[config.mk]
export PLATFORM = sky130hd
export DESIGN_NAME = moore_sequence_generator
export DESIGN_NICKNAME = d
export VERILOG_FILES = /design/src/rtl/seqgen_pkg.sv /design/src/rtl/seqgen_shift_reg.sv /design/src/rtl/moore_sequence_generator.sv
export SDC_FILE = /design/constraint.sdc
export NUM_CORES = 1
export LEC_CHECK = 0
export ABC_AREA = 1
export BUFFER_PORTS_ARGS = -buffer_cell sky130_fd_sc_hd__buf_2
export CAP_MARGIN = 20
export CORE_ASPECT_RATIO = 1.4
export CORE_MARGIN = 2
export CORE_UTILIZATION = 38
export DETAILED_ROUTE_END_ITERATION = 6
export SLEW_MARGIN = 20
export SYNTH_ARGS = -nofsm -noshare
export SYNTH_HDL_FRONTEND = slang
export SYNTH_SLANG_ARGS = --single-unit
[constraint.sdc]
create_clock -name clk -period 1.85 [get_ports clk]
set_input_delay 0.185 -clock clk [delete_from_list [all_inputs] [get_ports clk]]
set_output_delay 0.185 -clock clk [all_outputs]
set_load 0.05 [all_outputs]
[src/rtl/seqgen_pkg.sv]
// Shared types and defaults for the serial sequence generator and the detector benches.
// The PAR state is only reachable when the generator is built with PARITY_BIT_EN defined.
package seqgen_pkg;

  typedef enum logic [2:0] {
    IDLE  = 3'd0,
    SHIFT = 3'd1,
    PAR   = 3'd2,
    GAP   = 3'd3,
    DONE  = 3'd4
  } state_e;

  localparam int DEF_WIDTH      = 8;
  localparam int DEF_GAP_CYCLES = 2;
  localparam int DEF_REP_W      = 4;

endpackage

[src/rtl/seqgen_shift_reg.sv]
// WIDTH-bit parallel-load, shift-left register with MSB tap and async active-low clear.
module seqgen_shift_reg
  import seqgen_pkg::*;
#(
  parameter int WIDTH = DEF_WIDTH
) (
  input  logic             clk,
  input  logic             rst,
  input  logic             load_en,
  input  logic [WIDTH-1:0] load_val,
  input  logic             shift_en,
  output logic             msb
);

  logic [WIDTH-1:0] shreg_q;
  logic [WIDTH-1:0] shreg_d;

  // Load wins over shift so a pattern reload on the last bit takes effect.
  always_comb begin
    shreg_d = shreg_q;
    if (load_en) begin
      shreg_d = load_val;
    end else if (shift_en) begin
      shreg_d = {shreg_q[WIDTH-2:0], 1'b0};
    end
  end

  always_ff @(posedge clk or negedge rst) begin
    if (!rst) begin
      shreg_q <= '0;
    end else begin
      shreg_q <= shreg_d;
    end
  end

  assign msb = shreg_q[WIDTH-1];

endmodule

[src/rtl/moore_sequence_generator.sv]
// Moore FSM shifting a loaded pattern out MSB-first, repeated with idle gaps.
// Optional even-parity bit after each pattern copy: define PARITY_BIT_EN.
module moore_sequence_generator
  import seqgen_pkg::*;
#(
  parameter int WIDTH      = DEF_WIDTH,
  parameter int GAP_CYCLES = DEF_GAP_CYCLES,
  parameter int REP_W      = DEF_REP_W
) (
  input  logic             clk,
  input  logic             rst,
  input  logic [WIDTH-1:0] data_in,
  input  logic [REP_W-1:0] rep_in,
  input  logic             load_valid,
  output logic             load_ready,
  output logic             serial_out,
  output logic             frame_active,
  output logic             done
);

  // Handshake: a frame is accepted on a rising clk edge where load_valid and
  // load_ready are both high; load_ready is high only in IDLE, so requests
  // made during a frame are simply dropped, never queued.

  localparam int BW = $clog2(WIDTH);
  localparam int GW = (GAP_CYCLES > 0) ? $clog2(GAP_CYCLES + 1) : 1;
  localparam logic [BW-1:0] BIT_LAST = BW'(WIDTH - 1);
  localparam logic [GW-1:0] GAP_LAST = (GAP_CYCLES > 0) ? GW'(GAP_CYCLES - 1) : '0;

  state_e           state_q, state_d;
  logic [WIDTH-1:0] hold_q, hold_d;
  logic [REP_W-1:0] rep_q, rep_d;
  logic [BW-1:0]    bitcnt_q, bitcnt_d;
  logic [GW-1:0]    gapcnt_q, gapcnt_d;

  logic             sh_load;
  logic             sh_shift;
  logic [WIDTH-1:0] sh_load_val;
  logic             sh_msb;
  logic             pattern_end;

  seqgen_shift_reg #(.WIDTH(WIDTH)) u_shreg (
    .clk      (clk),
    .rst      (rst),
    .load_en  (sh_load),
    .load_val (sh_load_val),
    .shift_en (sh_shift),
    .msb      (sh_msb)
  );

  always_comb begin
    state_d     = state_q;
    hold_d      = hold_q;
    rep_d       = rep_q;
    bitcnt_d    = bitcnt_q;
    gapcnt_d    = gapcnt_q;
    sh_load     = 1'b0;
    sh_shift    = 1'b0;
    sh_load_val = hold_q;
    pattern_end = 1'b0;
    case (state_q)
      IDLE: begin
        if (load_valid) begin
          hold_d      = data_in;
          rep_d       = rep_in;
          bitcnt_d    = '0;
          sh_load     = 1'b1;
          sh_load_val = data_in;
          state_d     = SHIFT;
        end
      end
      SHIFT: begin
        sh_shift = 1'b1;
        if (bitcnt_q == BIT_LAST) begin
`ifdef PARITY_BIT_EN
          state_d = PAR;
`else
          pattern_end = 1'b1;
`endif
        end else begin
          bitcnt_d = bitcnt_q + 1'b1;
        end
      end
`ifdef PARITY_BIT_EN
      PAR: pattern_end = 1'b1;
`endif
      GAP: begin
        if (gapcnt_q == GAP_LAST) begin
          gapcnt_d = '0;
          state_d  = SHIFT;
        end else begin
          gapcnt_d = gapcnt_q + 1'b1;
        end
      end
      DONE:    state_d = IDLE;
      default: state_d = IDLE;
    endcase

    // Shared end-of-copy handling: either reload the held pattern for the
    // next repetition or finish the frame.
    if (pattern_end) begin
      if (rep_q != '0) begin
        rep_d       = rep_q - 1'b1;
        bitcnt_d    = '0;
        sh_load     = 1'b1;
        sh_load_val = hold_q;
        state_d     = (GAP_CYCLES == 0) ? SHIFT : GAP;
      end else begin
        state_d = DONE;
      end
    end
  end

  always_ff @(posedge clk or negedge rst) begin
    if (!rst) begin
      state_q  <= IDLE;
      hold_q   <= '0;
      rep_q    <= '0;
      bitcnt_q <= '0;
      gapcnt_q <= '0;
    end else begin
      state_q  <= state_d;
      hold_q   <= hold_d;
      rep_q    <= rep_d;
      bitcnt_q <= bitcnt_d;
      gapcnt_q <= gapcnt_d;
    end
  end

  // Outputs depend only on registered state and the shift register.
  always_comb begin
    serial_out   = 1'b0;
    frame_active = 1'b0;
    done         = 1'b0;
    load_ready   = 1'b0;
    case (state_q)
      IDLE: load_ready = 1'b1;
      SHIFT: begin
        serial_out   = sh_msb;
        frame_active = 1'b1;
      end
`ifdef PARITY_BIT_EN
      PAR: begin
        serial_out   = ^hold_q;
        frame_active = 1'b1;
      end
`endif
      DONE:    done = 1'b1;
      default: ;
    endcase
  end

endmodule

== Yosys cells after proc, flatten, opt, wreduce, memory -nomap -nowiden ==
Cells that the tools add are included.
W data, S select, Z words.

* $add $sub $neg: 3
* Reduce and logical (&&, ||, !) cells: 4
* Eq/ne operators: 8
* Muxes and demuxes: 31

{| class="wikitable"
|+ Operators by type and width
! cell !! number
|-
| $mux W8 || 6
|-
| $mux W3 || 8
|-
| $mux W4 || 4
|-
| $mux W1 || 10
|-
| $pmux W3 S3 || 1
|-
| $eq A3 B3 Y1 const B || 2
|-
| $ne A3 B3 Y1 const B || 2
|-
| $pmux W3 S2 || 1
|-
| $reduce_bool A4 Y1 || 1
|-
| $sub A4 B1 Y4 const B || 1
|-
| $add A3 B1 Y3 const B || 1
|-
| $eq A3 B1 Y1 const B || 1
|-
| $eq A3 B2 Y1 const B || 1
|-
| $logic_not A3 Y1 || 1
|-
| $reduce_and A3 Y1 || 1
|-
| $add A2 B1 Y2 const B || 1
|-
| $eq A2 B1 Y1 const B || 1
|-
| $mux W2 || 1
|-
| $ne A2 B2 Y1 const B || 1
|-
| $reduce_bool A2 Y1 || 1
|}

* Word-level logic and storage cells: 52
* Input bits: 15
* Register bits: 28
* Output and inout bits: 4

== Depth between registers and ports, before layout ==
* Depth in word-level cells: 5
* Mapped depth: 10
* Depth with buffers taken out: 9

== Modules after synthesis ==
From an unflattened synthesis, not the netlist that was laid out.

* Cell total of the unflattened synthesis: 203
* Area total of the unflattened synthesis: 1535.2 µm²

{| class="wikitable"
|+ By module, submodules not included
! module !! sequential area each (µm²) !! cells an instance !! instances !! area each (µm²)
|-
| moore_sequence_generator || 500.5 || 160 || 1 || 1158.6
|-
| seqgen_shift_reg || 200.2 || 43 || 1 || 376.6
|}

== Worst setup path before layout ==
No wires, ideal clock.

* Path kind: flip-flop to output port
* Start point: reg state_q[2]
* End point: out done
* Arrival: 1553 ps
* Path slack: 112 ps
* Cell stages (with the launch flop): 4
* Path through: dfrtp_1 inv_1 buf_2 nor3_1

* Word-level cells in the longest chain between the ends: 2

{| class="wikitable"
|+ RTL lines
! what !! RTL line !! text
|-
| start, declared || moore_sequence_generator.sv:30 || <nowiki>state_e state_q, state_d;</nowiki>
|-
| start signal, assigned || moore_sequence_generator.sv:122 || <nowiki>state_q <= state_d;</nowiki>
|-
| $eq A3 B3 Y1 || moore_sequence_generator.sv:136 || <nowiki>case (state_q)</nowiki>
|-
| $mux W1 || moore_sequence_generator.sv:136 ||
|-
| end, declared || moore_sequence_generator.sv:18 || <nowiki>output logic done</nowiki>
|}

No other way between the ends.

== Final worst setup path ==
* Start point: reg state_q[2]
* End point: out serial_out

* Word-level cells in the longest chain between the ends: 2

{| class="wikitable"
|+ RTL lines
! what !! RTL line !! text
|-
| $eq A3 B1 Y1 || moore_sequence_generator.sv:136 ||
|-
| $mux W1 || moore_sequence_generator.sv:136 ||
|-
| end, declared || moore_sequence_generator.sv:16 || <nowiki>output logic serial_out,</nowiki>
|}

No other way between the ends.

==> results.md <==
* Max-slew violation count at 0
* H-tree Lvls at 1
* Clock skew at 0.00264 ns
* Grt total ovfl at 0
* Post-synth EDFFs at 0
* First-iteration detailed-routing DRC count at 38
* Dpl ws at 0.121 ns
* Worst EP arrival at 1.54 ns
* Share of the synthesized area in the top cell type at 0.489
* Post-synth top flop: dfrtp_1
* CP max stage delay at 0.37 ns
* Post-DP Area at 1570 µm²
* Worst setup EP type: output port
* Ports at 19
* Initial core utilization at 0.393
* Synth Instances at 182
* DRC at 0
* Worst Setup Start Kind: flip-flop
* Post-synth design cell area at 1430 µm²
* Layout cells sized above 1 at 0.177
* Total Power at 2.69 mW
* WP data required at 1.66 ns
* Area Overhead vs Synth at 14.7%
* CTS Sinks at 28
* Worst slew margin at 0.590
* Port bufs at 18
* Final worst slack at 0.127 ns
* Worst vdd ir at 787 µV
* Hold Violations, Final at 0
* Max Clock Freq at 581 MHz
* Initial antenna violation count at 0
* Worst-margin pin slew at 0.615 ns
* Die Height at 76.7 µm
* Worst hold path class: input pin to flip-flop
* Largest net degree at the start of global routing at 29
* Cell taking the most area after synthesis: dfrtp_1
* Die width at 55.9 µm
* Vias in the first global route at 1,125
* Leak Pwr at 0.916 nW
* Critical Path Fanout Max at 10
* Fraction of registers with async set/reset at 1.00
* Mapped Avg Cell Area at 7.87 µm²
* # setup viols final at 0
* Finished Cell Area at 1640 µm²
* Rows at 26
* Drt via density at 4.88
* Status: complete, no violations
* Critical-path cell list: inv_1 > buf_4 > nand3b_1 > nor2_1 > buf_2
* Maximum root-to-sink buffer count at 2
* DR WL/cell at 12.0 µm
* Synth cell count leaders: nand2_1 (73), dfrtp_1 (28), inv_1 (14), nand3_1 (11)
* Fill cell count at 366
* RSZ-0062 raised after global routing: no
* Synth Register Bits at 28
* DRT Pass-1 Iters at 4
* Clk_lat worst skew at 0.27 ns
* PwrDens at 1640 nW/µm²
* DIE AREA at 4280 µm²
* Total wire length at 2940 µm
* Slowest CP cell: dfrtp_1
* GP Congestion at 0.757
* Ranking of synthesized cells by area: dfrtp_1 (49%), nand2_1 (19%), nand3_1 (3.8%)
* Warnings from Yosys at 0
* # diodes at 0
* Most frequent cell after synthesis: nand2_1
* CTS tree: yes
* First-pass GRT wire length at 5000 µm
* Tmin final at 1.72 ns
* Number of routed nets with antenna violations at 0
* CTS Buf Count at 3
* Syn Nets at 199
* Tot GR Track Use at 0.143
* Yosys cell types at 27
* Clk pin slew, worst setup/hold paths at 0.09 ns
* Root Buffer: clkbuf_8
* Register area share after synthesis at 0.489
* Setup TNS at 0 ns
* Post-CTS Setup Inserts at 0
* Nets at 221
* Via count at 1,196
* Max_cap viols at 0
* Crit share post-route at 0.931
* Hpwl dp at 2140 µm
* CP Class: flip-flop to output port
* Core area at 3640 µm²
cells in the final DEF (no fill, tap or decap), drive strengths merged:
| cell type | synthesis | final |
|---|---|---|
| o21a | 2 | 2 |
| nand4 | 8 | 8 |
| nand3b | 1 | 1 |
| nor2 | 10 | 10 |
| xor2 | 3 | 3 |
| clkbuf | 1 | 4 |
| a21oi | 1 | 1 |
| o211ai | 2 | 2 |
| or2 | 1 | 1 |
| dfrtp | 28 | 28 |
| nand2 | 75 | 75 |
| nor3 | 1 | 1 |
| a31oi | 1 | 1 |
| o21ai | 7 | 7 |
| inv | 18 | 18 |
| nand3 | 13 | 13 |
| o22ai | 3 | 3 |
| dlygate4sd3 | 0 | 1 |
| ha | 2 | 2 |
| buf | 5 | 22 |
worst max-delay path, delay by kind of cell, from the launching register on:
family	cells	cell delay, ns
AND/OR/NAND/NOR	2	0.40
buffers and inverters	3	0.49
flip-flops	1	0.37
layout make-up:
class / instances / area (µm²) / area share
clock buffer: 4 / 55.1 / 0.0335
tap: 42 / 52.6 / 0.0320
timing repair buffer: 23 / 130 / 0.0792
sequential: 28 / 701 / 0.427
inverter: 18 / 67.6 / 0.0411
multi-input combinational: 130 / 637 / 0.388
where the power goes:
group	switching (mW)	total, mW	internal [mW]
Sequential	0.136	1.00	0.868
Combinational	0.875	1.30	0.428
Clock	0.188	0.379	0.191
Total	1.20	2.69	1.49
stage by stage:
stage                     cells  hold slack [ns]   util
after floorplan             182           -0.111      -
after global placement      240            0.241  0.431
after detailed placement    240            0.239  0.431
after CTS                   245            0.151  0.449
after global routing        245            0.154  0.451
final                       245            0.149  0.451
metal layers:
metal / up-vias / global-route usage / share of wire
met5: - / 0 / 0
met4: 0 / 0.0429 / 0.013
met3: 4 / 0.0253 / 0.034
met2: 24 / 0.223 / 0.45
met1: 545 / 0.204 / 0.50
li1: 623 / - / -
registers in the layout, summed over array words and instances, names as in the netlist:
signal / flops
state_q: 3
u_shreg.shreg_q: 8
bitcnt_q: 3
rep_q: 4
gapcnt_q: 2
hold_q: 8
cells by family after synthesis:
kind of cell / share of synthesized area
AOI/OAI and AO/OA: 0.0664
xor gates and xnor gates: 0.0183
adders and majority gates: 0.0175
buffers and inverters: 0.0716
DFF: 0.489
and+or+nand+nor: 0.337
final timing paths:
path,start,end,slack (ns),cells after the start
worst min-delay path,data_in[0],hold_q[0]$_DFF_PN0_,0.15,3
max in group asynchronous,rst,rep_q[0]$_DFF_PN0_,1.00,2
worst min register to register,hold_q[7]$_DFF_PN0_,hold_q[7]$_DFF_PN0_,0.48,2
min in group asynchronous,rst,gapcnt_q[0]$_DFFE_PN0P_,0.44,2
worst max register to register,rep_q[0]$_DFF_PN0_,u_shreg.shreg_q[6]$_DFFE_PN0P_,0.19,10
worst max-delay path,state_q[2]$_DFFE_PN0P_,serial_out,0.13,5
repair_timing:
| action | CTS | global route |
|---|---|---|
| resized for setup | 0 | 1 |
| hold buffers | 1 | 0 |
| hold endpoints to repair | 28 | 0 |
| endpoints found under the setup margin | 0 | 7 |
(Power assumes the default switching activity.)
